===== src/rtl/rgb_s_axis_receiver.sv =====
// AXI4-Stream RGB slave: buffers {tuser, tlast, tdata} beats in a small FIFO and
// re-times them onto a ready/valid pixel port with x/y coordinates and line checks.
module rgb_s_axis_receiver #(
    parameter int C_rgb_s_axis_TDATA_WIDTH = 16,
    parameter int img_width                = 1080,
    parameter int FIFO_DEPTH               = 16,
    parameter int CNT_WIDTH                = 12
) (
    input  logic                                rgb_s_axis_aclk,
    input  logic                                rgb_s_axis_aresetn,
    input  logic                                enable,
    input  logic [C_rgb_s_axis_TDATA_WIDTH-1:0] rgb_s_axis_tdata,
    input  logic                                rgb_s_axis_tvalid,
    input  logic                                rgb_s_axis_tuser,
    input  logic                                rgb_s_axis_tlast,
    output logic                                rgb_s_axis_tready,
    output logic [C_rgb_s_axis_TDATA_WIDTH-1:0] pix_data,
    output logic                                pix_valid,
    input  logic                                pix_ready,
    output logic                                pix_sof,
    output logic                                pix_eol,
    output logic [CNT_WIDTH-1:0]                pix_x,
    output logic [CNT_WIDTH-1:0]                pix_y,
    output logic                                err_early_eol,
    output logic                                err_late_eol,
    output logic                                err_early_sof,
    output logic [31:0]                         frame_count
);

    localparam int DW  = C_rgb_s_axis_TDATA_WIDTH;
    localparam int AW  = $clog2(FIFO_DEPTH);
    localparam int AW1 = AW + 1;
    localparam int EW  = DW + 2;
    localparam logic [CNT_WIDTH-1:0] X_LAST = CNT_WIDTH'(img_width - 1);
    localparam logic [CNT_WIDTH-1:0] Y_MAX  = '1;

    typedef enum logic {WAIT_SOF, ACTIVE} state_t;

    state_t               state, state_next;
    logic [EW-1:0]        mem [FIFO_DEPTH];
    logic [AW:0]          wr_ptr, wr_ptr_vis, rd_ptr, fill_next;
    logic                 push, pop, avail, hs, en_d, en_rise, can_load, load;
    logic                 head_user, head_last;
    logic [DW-1:0]        head_data;
    logic                 at_x_last, sof_err;
    logic [CNT_WIDTH-1:0] nxt_x, nxt_y, adv_x, adv_y, pos_x, pos_y;

    function automatic logic [CNT_WIDTH-1:0] sat_inc(input logic [CNT_WIDTH-1:0] v);
        return (v == Y_MAX) ? v : v + 1'b1;
    endfunction

    assign push      = rgb_s_axis_tvalid && rgb_s_axis_tready;
    // Egress compares against a one-cycle-delayed write pointer, so a fresh beat
    // becomes poppable the cycle after it is written.
    assign avail     = (wr_ptr_vis != rd_ptr);
    assign fill_next = wr_ptr + AW1'(push) - rd_ptr - AW1'(pop);
    assign {head_user, head_last, head_data} = mem[rd_ptr[AW-1:0]];
    assign hs        = pix_valid && pix_ready;
    assign en_rise   = enable && !en_d;
    assign can_load  = avail && (!pix_valid || pix_ready) && !en_rise;
    assign at_x_last = (pix_x == X_LAST);

    always_ff @(posedge rgb_s_axis_aclk) begin
        if (push) mem[wr_ptr[AW-1:0]] <= {rgb_s_axis_tuser, rgb_s_axis_tlast, rgb_s_axis_tdata};
    end

    always_ff @(posedge rgb_s_axis_aclk or negedge rgb_s_axis_aresetn) begin
        if (!rgb_s_axis_aresetn) begin
            wr_ptr            <= '0;
            wr_ptr_vis        <= '0;
            rd_ptr            <= '0;
            rgb_s_axis_tready <= 1'b0;
            en_d              <= 1'b0;
        end else begin
            wr_ptr            <= wr_ptr + AW1'(push);
            wr_ptr_vis        <= wr_ptr;
            rd_ptr            <= rd_ptr + AW1'(pop);
            // fill_next never exceeds FIFO_DEPTH, so its MSB alone flags "full".
            rgb_s_axis_tready <= enable && !fill_next[AW];
            en_d              <= enable;
        end
    end

    // Coordinate the next popped entry takes, accounting for a same-cycle handshake.
    always_comb begin
        adv_x = pix_x + 1'b1;
        adv_y = pix_y;
        if (pix_eol || at_x_last) begin
            adv_x = '0;
            adv_y = sat_inc(pix_y);
        end
        pos_x = hs ? adv_x : nxt_x;
        pos_y = hs ? adv_y : nxt_y;
    end

    always_ff @(posedge rgb_s_axis_aclk or negedge rgb_s_axis_aresetn) begin
        if (!rgb_s_axis_aresetn) state <= WAIT_SOF;
        else                     state <= state_next;
    end

    always_comb begin
        state_next = state;
        pop        = 1'b0;
        load       = 1'b0;
        if (en_rise) begin
            state_next = WAIT_SOF;
        end else if (can_load) begin
            pop = 1'b1;
            case (state)
                WAIT_SOF: begin
                    if (head_user) begin
                        load       = 1'b1;
                        state_next = ACTIVE;
                    end
                end
                ACTIVE:   load = 1'b1;
                default:  state_next = WAIT_SOF;
            endcase
        end
    end

    always_ff @(posedge rgb_s_axis_aclk or negedge rgb_s_axis_aresetn) begin
        if (!rgb_s_axis_aresetn) begin
            pix_valid     <= 1'b0;
            pix_data      <= '0;
            pix_sof       <= 1'b0;
            pix_eol       <= 1'b0;
            pix_x         <= '0;
            pix_y         <= '0;
            sof_err       <= 1'b0;
            nxt_x         <= '0;
            nxt_y         <= '0;
            err_early_eol <= 1'b0;
            err_late_eol  <= 1'b0;
            err_early_sof <= 1'b0;
            frame_count   <= '0;
        end else begin
            if (load) begin
                pix_valid <= 1'b1;
                pix_data  <= head_data;
                pix_sof   <= head_user;
                pix_eol   <= head_last;
                if (head_user) begin
                    pix_x   <= '0;
                    pix_y   <= '0;
                    sof_err <= (state == ACTIVE) && (pos_x != '0);
                end else begin
                    pix_x   <= pos_x;
                    pix_y   <= pos_y;
                    sof_err <= 1'b0;
                end
            end else if (hs) begin
                pix_valid <= 1'b0;
            end
            if (en_rise) begin
                nxt_x <= '0;
                nxt_y <= '0;
            end else if (hs) begin
                nxt_x <= adv_x;
                nxt_y <= adv_y;
            end
            // Line/frame checks are judged on the pixel as it leaves the port.
            err_early_eol <= hs && pix_eol && !at_x_last;
            err_late_eol  <= hs && !pix_eol && at_x_last;
            err_early_sof <= hs && pix_sof && sof_err;
            frame_count   <= frame_count + 32'(hs && pix_sof);
        end
    end

endmodule


===== config.mk =====
export PLATFORM = sky130hd
export DESIGN_NAME = rgb_s_axis_receiver
export DESIGN_NICKNAME = d
export VERILOG_FILES = /design/src/rtl/rgb_s_axis_receiver.sv
export SDC_FILE = /design/constraint.sdc
export NUM_CORES = 1
export LEC_CHECK = 0
export BUFFER_PORTS_ARGS = -buffer_cell sky130_fd_sc_hd__buf_2
export CORE_AREA = 2 2 182 184
export DETAILED_ROUTE_END_ITERATION = 6
export DIE_AREA = 0 0 184 186
export HOLD_SLACK_MARGIN = 0.06
export PLACE_DENSITY = 0.71
export SLEW_MARGIN = 20
export SYNTH_ARGS = -nofsm -noshare
export SYNTH_HDL_FRONTEND = slang
export SYNTH_SLANG_ARGS = --single-unit

===== constraint.sdc =====
create_clock -name rgb_s_axis_aclk -period 3.6 [get_ports rgb_s_axis_aclk]
set_input_delay 0.36 -clock rgb_s_axis_aclk [delete_from_list [all_inputs] [get_ports rgb_s_axis_aclk]]
set_output_delay 0.36 -clock rgb_s_axis_aclk [all_outputs]
set_load 0.1 [all_outputs]

======== Yosys cells after proc, flatten, opt, wreduce, memory -nomap -nowiden ========
Memories as Yosys holds them, arrays and structs flattened.
Index checks and enable logic that the tools add are counted.
W data, S select, Z words.
word-level totals
  input port bits ......................... 23
  memories ................................ 1
  ROM bits ................................ 0
  latch bits .............................. 0
  RAM bits ................................ 288
  register bits after elaboration ......... 121
  logic and storage cells ................. 78
cells by class
  $add $sub $neg .......................... 7
  reduce and logical (&&, ||, !) cells .... 24
  bitwise gates (word level) .............. 1
  multipliers ............................. 0
  div/mod/pow operators ................... 0
  shifts and indexed selects .............. 0
  $lt $le $gt $ge ......................... 0
  muxes and demuxes ....................... 23
  equal/unequal tests ..................... 3
memories
  name  depth  bits a word  read ports  clocked after memory_dff  wr ports  line  text
  mem   16     18           1           0                         1         40    logic [EW-1:0] mem [FIFO_DEPTH];
operator list
  operator                 number
  $mux W12                 9
  $add A32 B1 Y32          1
  $add A12 B1 Y12 const B  2
  $logic_and A1 B1 Y1      13
  $mux W1                  13
  $eq A12 B11 Y1 const B   1
  $eq A12 B12 Y1 const B   1
  $reduce_bool A12 Y1      1
  $add A5 B1 Y5            2
  $logic_not A1 Y1         6
  $ne A5 B5 Y1             1
  $sub A5 B1 Y5            1
  $sub A5 B5 Y5            1
  $reduce_bool A2 Y1       2
  $logic_or A1 B1 Y1       2
  $pmux W1 S2              1
  $not A1 Y1               1

======== Depth between registers and ports, before layout ========
Gate-level depths: netlist (run 1).
  word-level depth ........................ 9
  depth in mapped cells ................... 13
  mapped depth without buffers ............ 12

======== Worst setup path after synthesis (run 1) ========
No wires, ideal clock.
  path type ............................... register to register
  start point ............................. register rgb_s_axis_tready
  end point ............................... memory mem[0][0] in the netlist's numbering (enable)
  buffers on the path ..................... 1
  stages on the path, launching flop included .. 5
  setup slack ............................. 0.125 ns
  arrival time ............................ 3.059 ns
  setup time .............................. 0.416 ns
  period minus slack after synthesis ...... 3.475 ns
  path through ............................ dfrtp_1 > and2_1 > clkbuf_1 > or3b_2 > nor3_1
on the way
  longest elaborated chain between the ends .. 3
ends and longest elaborated chain
  element                        line  text
  from (decl)                    16    output logic rgb_s_axis_tready,
  from (signal assigned)         79    rgb_s_axis_tready <= enable && !fill_next[AW];
  $logic_and A1 B1 Y1            52    assign push = rgb_s_axis_tvalid && rgb_s_axis_tready;
  $mux W1                        64    if (push) mem[wr_ptr[AW-1:0]] <= {rgb_s_axis_tuser, rgb_s_axis_tlast, rgb_s_axis_tdata};
  $mux W1 (not written as such)  64
  to (decl)                      40
No other way between the ends.

======== Worst setup path after layout (run 1) ========
  start point ............................. input port enable
  end point ............................... register rgb_s_axis_tready
on the way
  longest elaborated chain between the ends .. 8
ends and longest elaborated chain
  element                line  text
  from (decl)            11    input logic enable,
  $logic_and A1 B1 Y1    59    assign en_rise = enable && !en_d;
  $logic_not A1 Y1       60    assign can_load = avail && (!pix_valid || pix_ready) && !en_rise;
  $logic_and A1 B1 Y1    60
  $mux W1                107   end else if (can_load) begin
  $mux W1                105   if (en_rise) begin
  $sub A5 B1 Y5          56    assign fill_next = wr_ptr + AW1'(push) - rd_ptr - AW1'(pop);
  $logic_not A1 Y1       79
  $logic_and A1 B1 Y1 *  79
Mark *: on every way between the ends. The rest lies on a longest branch, timed or not.
A chain may end at the register's enable or synchronous reset.

==> run_results.csv, run 1 <==
group,metric,value,unit
setup_path,path_max_fanout,11,
layout,antenna_cells,0,
route,wl_per_cell,23.2,um
route,vias,9098,
setup_path,crit_family,"simple AND/OR/NAND/NOR gates",
layout,final_cell_mix,"288 x edfxtp_1, 118 x dfrtp_1, 100 x buf_2",
power,irDropWorstVdd,474,uV
cts,cts_buffers,42,
sta,post-route-min-period,2.86,ns
yosys,avgSynthCellArea,17.5,um2
yosys,async_reset_ff_share,29.6,%
sta,relSlewSlack,38.5,%
place,gp_congestion,0.829,
floorplanning,dieHeight,186,um
route,drcViolationCount,0,
setup_path,startpoint_type,"input pin",
setup_path,crit_type,"in2reg",
yosys,netlist_instances,949,
layout,syn_to_final_growth,15.1,%
floorplanning,pin_count,102,
setup_path,critPathMaxStageDelay,0.56,ns
power,leakage,7.01,nW
grt,grt_max_degree,109,
setup_path,r2r-end,"rgb_s_axis_tready",
place,place_hpwl,19900,um
yosys,yosys.area.top_type,"edfxtp_1",
sta,setup_viol,0,
hold_path,worst_hold_path_type,"in2reg",
cts,cts_buffer_depth,3,
sta,grt_setup_unrepaired,"false",
yosys,synth_flop_cell,"edfxtp_1",
cts,clkSlewWorstSetupHoldPaths,0.06,ns
grt,track_usage,21.4,%
grt,grt_pass1_wl,54500,um
setup_path,cp_slowest_cell,"dlygate4sd3_1",
sta,hold_viol,0,
setup_path,cp-end-kind,"flip-flop",
grt,grt_pass1_vias,9041,
cts,clock_sinks,409,
grt,grt_overflow,0,
route,postRouteAntennaNets,0,
cts,htree_levels,2,
sta,layout_setup_ws,0.735,ns
place,io_buffers,101,
yosys,synth.distinct_cells,62,
hold_path,min_to,"pix_valid",
layout,final_common_cell,"edfxtp_1",
route,drt_iter0_drc,826,
setup_path,path_buf_inv,3,
cts,cts.repair.resized,0,
layout,layout-drive-gt1-share,29.4,%
floorplanning,rows,66,
layout,final_nets,1119,
setup_path,regToRegSetupSlack,0.87,ns
sta,finalCritPeriodShare,79.6,%
floorplanning,start_util,51.6,%
cts,cts_setup_buffers,0,
yosys,synthesis.area,16600,um2
hold_path,whs_path_depth,3,
yosys,synth-edff-count,288,
route,drt-total-wl,35300,um
setup_path,critical_path_required,4.03,ns
route,first_pass_iters,5,
flow_run,maxCapViolCount,0,
floorplanning,die_area,34200,um2
route,via_per_inst,5.97,
setup_path,reg2reg_depth,12,
status,status,"finished clean",
cts,cts_tree,"yes",
power,power_density,792,nW/um2
yosys,yosysWarnings,0,
floorplanning,core_area,32200,um2
cts,clock_latency,0.54,ns
yosys,synth_area_leaders,"edfxtp_1 52%, dfrtp_1 18%, mux4_2 12%",
place,dp_worst_setup_slack,0.821,ns
setup_path,crit_chain,"dlygate4sd3_1, buf_2, nand2b_1, nand2_1, o21ba_2, inv_1, ha_1, a21o_1, ha_1, nand2_1, nand3b_1, a21oi_1, xnor2_1, and2_1",
sta,slew_viol_final,0,
yosys,seq_area_frac_synth,70.3,%
sta,clock-skew-final,0.0142,ns
yosys,ys_seq_elements,409,
grt,antenna_found_initial,1,
setup_path,r2r_start,"en_d",
cts,root_buffer,"clkbuf_16",
sta,max_freq,0.349,GHz
sta,worst_pin_slew,0.922,ns
sta,setup-tns-final,0,ns
hold_path,holdCritStartpoint,"pix_ready",
yosys,netlist.area_leader.share,52.1,%
setup_path,cp.arrival,3.29,ns
yosys,synth_nets,985,
floorplanning,fp.dieW,184,um
how the worst max path moves through the flow:
stage	slack [ns]	startpoint	to	depth (start not counted)
floorplan	0.13	rgb_s_axis_tready	mem[0][0]	4
global placement	0.87	enable	rgb_s_axis_tready	13
detailed placement	0.82	enable	rgb_s_axis_tready	13
CTS	0.80	enable	rgb_s_axis_tready	14
global route	0.61	enable	rgb_s_axis_tready	14
finish	0.74	enable	rgb_s_axis_tready	14
layout make-up:
class / count / area (um2)
Clock inverter: 15 / 200
Clock buffer: 62 / 1200
Sequential cell: 409 / 11700
Fill cell: 2436 / 13100
Timing Repair Buffer: 135 / 800
Inverter: 12 / 45.0
Multi-Input combinational cell: 483 / 4690
Tap cell: 408 / 510
flip-flops by register name, summed over array words and instances, names as in the netlist, 5 cells and up:
name / cells
mem: 288
frame_count: 32
pix_data: 16
nxt_x: 12
nxt_y: 12
pix_x: 12
pix_y: 12
rd_ptr: 5
wr_ptr: 5
wr_ptr_vis: 5
cells in the mapped netlist (13+ instances only):
cell type  number
clkbuf_1       24
mux2_2         16
nand4_1        14
mux4_2         85
nor2_1         44
dfrtp_1       121
a21oi_1        17
ha_1           13
edfxtp_1      288
xnor2_1        57
nand2_1        60
o21ai_0        19
nand3_1        29
and3_1         13
power by group:
| part | switching [W] | internal, W | total (W) |
|---|---|---|---|
| Clock | 0.00176 | 0.00260 | 0.00436 |
| Sequential | 0.000388 | 0.00549 | 0.00588 |
| Combinational | 0.00306 | 0.00184 | 0.00490 |
kinds of logic (layout without fill, tap and decap cells):
logic type	count (synthesis)	count (layout)	share of synthesized area, %
fa+ha+maj	13	13	0.979
simple gates	220	220	6.99
xor+xnor	64	64	3.37
mux	109	109	13.4
flops	409	409	70.3
compound gates	77	77	3.16
buf+inv	57	224	1.82
metal layers:
| layer | track usage, % | part of all wire (%) | up-vias |
|---|---|---|---|
| met1 | 29.8 | 41 | 4723 |
| met3 | 3.25 | 6.8 | 56 |
| met5 | 0 | 0.020 | - |
| li1 | - | - | 3969 |
| met4 | 5.86 | 1.9 | 2 |
| met2 | 35.5 | 50 | 348 |
metrics by stage:
stage          hold WS [ns]  power [W]  cells  utilization [%]  area [um2]
4_1_cts               0.152     0.0153   1524             59.4       19100
5_1_grt               0.175     0.0158   1524             59.4       19100
2_1_floorplan        0.0644    0.00989    949                -       16600
6_report              0.160     0.0151   1524             59.4       19100
3_5_place_dp          0.383     0.0109   1445             55.0       17700
3_3_place_gp          0.380     0.0108   1445             55.0       17700
timing repair:
| item | in CTS | in global routing |
|---|---|---|
| endpoints found under the setup margin | 0 | 0 |
| hold endpoints to repair | 87 | 0 |
| hold buffers | 2 | 0 |
tightest hold or removal path: cells and delay by family:
family        cells  cell delay (ns)
buf+inv           1             0.09
simple gates      2             0.20
Power figures use the tool's default switching activity.
==> run 2: changes to the inputs <==
--- a/config.mk
+++ b/config.mk
@@ -10,7 +10,7 @@
 export DETAILED_ROUTE_END_ITERATION = 6
 export DIE_AREA = 0 0 184 186
 export HOLD_SLACK_MARGIN = 0.06
-export PLACE_DENSITY = 0.71
+export PLACE_DENSITY = 0.74
 export SLEW_MARGIN = 20
 export SYNTH_ARGS = -nofsm -noshare
 export SYNTH_HDL_FRONTEND = slang
==> constraint.sdc (replaced) <==
create_clock -name rgb_s_axis_aclk -period 2.3 [get_ports rgb_s_axis_aclk]
set_input_delay 0.23 -clock rgb_s_axis_aclk [delete_from_list [all_inputs] [get_ports rgb_s_axis_aclk]]
set_output_delay 0.23 -clock rgb_s_axis_aclk [all_outputs]
set_load 0.1 [all_outputs]
==> run_results.csv, run 2 (same netlist as run 1, synthesis figures left out) <==
group,metric,value,unit
status,status,"complete, but fails checks",
status,violations,"negative setup slack",
layout,layout-drive-gt1-share,36.3,%
floorplanning,dieHeight,186,um
floorplanning,core_area,32200,um2
power,irDropWorstVdd,1180,uV
place,dpl_cell_area,18200,um2
route,drt_iter0_drc,800,
layout,syn_to_final_growth,21.7,%
place,gp_congestion,0.856,
floorplanning,pin_count,102,
grt,grt_overflow,0,
grt,grt_max_degree,59,
layout,final_cell_count_no_fill,1589,
cts,clkSlewWorstSetupHoldPaths,0.06,ns
flow_run,maxCapViolCount,0,
setup_path,reg2reg_depth,8,
route,drcViolationCount,0,
floorplanning,fp.dieW,184,um
place,place_hpwl,21500,um
sta,hold_viol,0,
cts,root_buffer,"clkbuf_16",
sta,grt_setup_unrepaired,"true",
setup_path,path_max_fanout,6,
layout,antenna_cells,0,
power,power_density,1280,nW/um2
sta,setup_viol,12,
sta,clock-skew-final,0.0303,ns
floorplanning,start_util,51.6,%
route,via_per_inst,5.82,
sta,worst_pin_slew,0.563,ns
setup_path,crit_type,"reg2reg",
route,postRouteAntennaNets,0,
cts,clock_latency,0.56,ns
cts,cts_buffer_depth,3,
layout,final_cell_mix,"288 x edfxtp_1, 100 x buf_2, 91 x dfrtp_1",
grt,antenna_found_initial,0,
route,first_pass_iters,5,
cts,htree_levels,2,
grt,grt_pass1_wl,56200,um
hold_path,min_to,"wr_ptr[0]",
setup_path,r2r-end,"pix_data[4]",
grt,grt_pass1_vias,9590,
sta,post-route-min-period,2.32,ns
floorplanning,rows,66,
hold_path,whs_path_depth,3,
sta,relSlewSlack,62.7,%
setup_path,cp_slowest_cell,"dfrtp_4",
hold_path,worst_hold_path_type,"in2reg",
layout,final_common_cell,"edfxtp_1",
route,drt-total-wl,36900,um
setup_path,crit_start,"rd_ptr[1]",
setup_path,cpMostUsedCell,"buf_12",
place,placed_cells,1481,
sta,layout_setup_ws,-0.0204,ns
setup_path,regToRegSetupSlack,-0.02,ns
route,vias,9245,
sta,slew_viol_final,0,
power,power,0.0258,W
cts,clock_sinks,409,
setup_path,cp-end-kind,"flip-flop",
setup_path,r2r_start,"rd_ptr[1]",
cts,cts_buffers,42,
route,wl_per_cell,23.2,um
setup_path,crit_chain,"buf_12, mux4_2, mux2i_1, o22ai_2, o21ai_4, buf_12, buf_12, mux2_4",
setup_path,critPathMaxStageDelay,0.50,ns
layout,final_area,20200,um2
sta,setup-tns-final,-0.108,ns
setup_path,startpoint_type,"flip-flop",
layout,largest_register_ffs,288,
hold_path,holdCritStartpoint,"rgb_s_axis_tvalid",
power,leakage,7.51,nW
sta,finalCritPeriodShare,101,%
layout,final_nets,1183,
cts,cts_tree,"yes",
place,io_buffers,101,
sta,max_freq,0.431,GHz
floorplanning,die_area,34200,um2
setup_path,critical_path_required,2.73,ns
setup_path,cp.arrival,2.75,ns
grt,track_usage,22.1,%
==> run 2: changes by cell type in the layout (fill, tap and decap cells not counted), sizes merged <==
cell,delta
bufinv,+1
inv,+2
clkbuf,-3
buf,+45
clkinvlp,+1
dlygate4sd3,+19
==> run 2: worst max-delay path, delay by kind of cell, from the launching register on <==
| kind | cells | cell delay (ns) |
|---|---|---|
| muxes | 3 | 0.92 |
| buffers and inverters | 3 | 0.44 |
| AOI/OAI and AO/OA | 2 | 0.35 |
| DFF | 1 | 0.50 |
==> run 2: worst max-delay path by stage <==
stage          slack (ns)  cells past startpoint           endpoint
3_3_place_gp        -0.02                     12  rgb_s_axis_tready
4_1_cts             -0.06                      9            sof_err
6_report            -0.02                      8        pix_data[4]
3_5_place_dp        -0.08                      7       pix_data[13]
2_1_floorplan       -0.14                     12  rgb_s_axis_tready
5_1_grt              -0.1                      9           pix_y[0]
==> run 2: routing by layer <==
metal / global-route usage [%] / vias to the layer above / share of wire (%)
met4: 6.85 / 0 / 2.4
met2: 37.5 / 336 / 50
met5: 0 / - / 0
met1: 29.4 / 4752 / 41
met3: 4.19 / 65 / 6.6
li1: - / 4092 / -
==> run 2: area by class of cell <==
| cell class | instances | area, um2 |
|---|---|---|
| clock inverter | 19 | 267 |
| fill | 2265 | 12000 |
| clock buffer | 59 | 1250 |
| sequential | 409 | 11700 |
| timing repair buffer | 199 | 1570 |
| multi-input combinational | 483 | 4860 |
| inverter | 12 | 45.0 |
| tap | 408 | 510 |
==> run 2: power by group <==
group / switching, W / leakage, nW / internal (W)
sequential: 0.000489 / 4.14 / 0.00862
combinational: 0.00544 / 2.63 / 0.00398
clock: 0.00287 / 0.741 / 0.00439
==> run 2: through the flow <==
stage          utilization (%)  setup slack (ns)  hold WS [ns]
2_1_floorplan                -            -0.137       -0.0656
3_3_place_gp              56.6           -0.0246         0.240
3_5_place_dp              56.6           -0.0789         0.243
4_1_cts                   62.6           -0.0648         0.160
5_1_grt                   62.8           -0.0959         0.196
6_report                  62.8           -0.0204         0.176
==> run 2: timing repair <==
action	in CTS	in global routing
cloned	3	1
endpoints found under the hold margin	337	0
pin swaps	15	11
setup endpoints to repair	20	44
resized for setup	25	19
setup buffers	3	4
hold buffers	21	0
==> run 3: changes to the inputs <==
--- a/config.mk
+++ b/config.mk
@@ -10,7 +10,7 @@
 export DETAILED_ROUTE_END_ITERATION = 6
 export DIE_AREA = 0 0 184 186
 export HOLD_SLACK_MARGIN = 0.06
-export PLACE_DENSITY = 0.74
+export PLACE_DENSITY = 0.71
 export SLEW_MARGIN = 20
 export SYNTH_ARGS = -nofsm -noshare
 export SYNTH_HDL_FRONTEND = slang
==> constraint.sdc (replaced) <==
create_clock -name rgb_s_axis_aclk -period 2.7 [get_ports rgb_s_axis_aclk]
set_input_delay 0.27 -clock rgb_s_axis_aclk [delete_from_list [all_inputs] [get_ports rgb_s_axis_aclk]]
set_output_delay 0.27 -clock rgb_s_axis_aclk [all_outputs]
set_load 0.1 [all_outputs]
==> run_results.csv, run 3 (same netlist as run 1, synthesis figures left out) <==
group,metric,value,unit
status,status,"finished clean",
power,power.share.switching,34.4,%
setup_path,crit_type,"reg2reg",
setup_path,crit_chain,"buf_12, buf_4, mux4_2, mux4_2, mux2_2",
grt,grt_pass1_vias,9119,
route,drcViolationCount,0,
floorplanning,rows,66,
sta,max_freq,0.401,GHz
cts,clkSlewWorstSetupHoldPaths,0.07,ns
cts,cts.repair.resized,0,
hold_path,worst_hold_path_type,"in2reg",
floorplanning,core_area,32200,um2
layout,multiInputGateArea,4710,um2
cts,cts_setup_buffers,0,
sta,hold_slack,0.0810,ns
sta,worst_pin_slew,0.683,ns
power,leakage,7.14,nW
route,drt-total-wl,35600,um
hold_path,whs_path_depth,1,
setup_path,regToRegSetupSlack,0.21,ns
cts,clock_latency,0.56,ns
sta,hold_viol,0,
sta,layout_setup_ws,0.209,ns
setup_path,critPathMaxStageDelay,0.56,ns
setup_path,cp_slowest_cell,"mux4_2",
setup_path,critical_path_required,3.14,ns
floorplanning,start_util,51.6,%
place,place_hpwl,21000,um
cts,clock_sinks,409,
setup_path,cp.arrival,2.93,ns
layout,syn_to_final_growth,16.7,%
hold_path,min_to,"mem[8][1]",
place,gp_congestion,0.837,
grt,grt_overflow,0,
layout,largest_register_ffs,288,
sta,post-route-min-period,2.49,ns
cts,htree_levels,2,
grt,grt_max_degree,67,
sta,grt_setup_unrepaired,"false",
layout,final_nets,1137,
power,irDropWorstVdd,629,uV
layout,final_common_cell,"edfxtp_1",
setup_path,cpMostUsedCell,"mux4_2",
cts,cts_buffers,42,
setup_path,r2r-end,"pix_data[14]",
power,intPower,0.0135,W
flow_run,maxCapViolCount,0,
setup_path,crit_family,"multiplexers",
setup_path,cp-end-kind,"flip-flop",
route,drt_iter0_drc,742,
floorplanning,pin_count,102,
route,first_pass_iters,6,
cts,cts_hold_buffers,3,
cts,cts_buffer_depth,3,
power,p_sw,0.00706,W
sta,finalCritPeriodShare,92.3,%
grt,track_usage,21.4,%
layout,final_cell_mix,"288 x edfxtp_1, 114 x dfrtp_1, 100 x buf_2",
sta,setup-tns-final,0,ns
layout,num-fill-cells,2355,
power,p_clk_share,28.6,%
setup_path,reg2reg_depth,5,
layout,utilization,60.2,%
sta,slew_viol_final,0,
power,power_density,1060,nW/um2
cts,root_buffer,"clkbuf_16",
floorplanning,fp.dieW,184,um
setup_path,startpoint_type,"flip-flop",
setup_path,r2r_start,"rd_ptr[0]",
route,postRouteAntennaNets,0,
place,io_buffers,101,
sta,relSlewSlack,54.4,%
sta,setup_viol,0,
floorplanning,die_area,34200,um2
grt,antenna_found_initial,1,
layout,layout-drive-gt1-share,31.1,%
route,vias,9133,
route,wl_per_cell,23.1,um
setup_path,path_max_fanout,32,
sta,clock-skew-final,0.0360,ns
floorplanning,dieHeight,186,um
place,dp_worst_setup_slack,0.256,ns
layout,seqCellArea,11700,um2
route,via_per_inst,5.92,
hold_path,holdCritStartpoint,"rgb_s_axis_tdata[1]",
power,p_seq_share,37.8,%
cts,cts_tree,"yes",
grt,grt_pass1_wl,54500,um
power,p_comb_share,33.5,%
setup_path,path_buf_inv,2,
==> run 3: cell types whose count changed in the layout (fill, tap and decap cells not counted), sizes merged <==
cell         delta
diode           +2
clkinv          +4
dlygate4sd3    -18
buf            -27
clkbuf          -6
==> run 3: layout make-up <==
cell class                      count  share of cell area, %
Clock buffer                       54                   5.91
Multi-Input combinational cell    483                   24.3
Clock inverter                     23                   1.41
Sequential cell                   409                   60.3
Inverter                           12                  0.232
Tap cell                          408                   2.63
Antenna cell                        2                 0.0258
Timing Repair Buffer              153                   5.21
==> run 3: worst max path at each step <==
stage / slack (ns) / to / cells after the start / start
finish: 0.21 / pix_data[14] / 5 / rd_ptr[0]
global route: 0.11 / rgb_s_axis_tready / 12 / pix_valid
CTS: 0.19 / pix_data[14] / 5 / rd_ptr[0]
detailed placement: 0.26 / rgb_s_axis_tready / 12 / pix_valid
global placement: 0.28 / rgb_s_axis_tready / 12 / pix_valid
floorplan: 0.04 / pix_y[9] / 8 / pix_x[2]
==> run 3: through the flow <==
step / cell area, um2 / std cells / power, W
floorplan: 16700 / 949 / 0.0132
global placement: 17900 / 1462 / 0.0147
detailed placement: 17900 / 1462 / 0.0148
CTS: 19400 / 1542 / 0.0207
global route: 19400 / 1542 / 0.0214
finish: 19400 / 1544 / 0.0205
==> run 3: metal layers <==
metal	GRT usage, %	share of wire [%]
met4	7.42	3.0
met1	30.4	44
met2	34.1	47
met3	3.42	5.9
met5	0	0
==> run 3: power by group through the flow <==
stage | clock network, W | registers [W] | logic, W
floorplan | 0 | 0.00947 | 0.00376
global placement | 0 | 0.00787 | 0.00680
detailed placement | 0 | 0.00788 | 0.00691
CTS | 0.00599 | 0.00776 | 0.00695
global route | 0.00623 | 0.00783 | 0.00731
finish | 0.00587 | 0.00776 | 0.00688
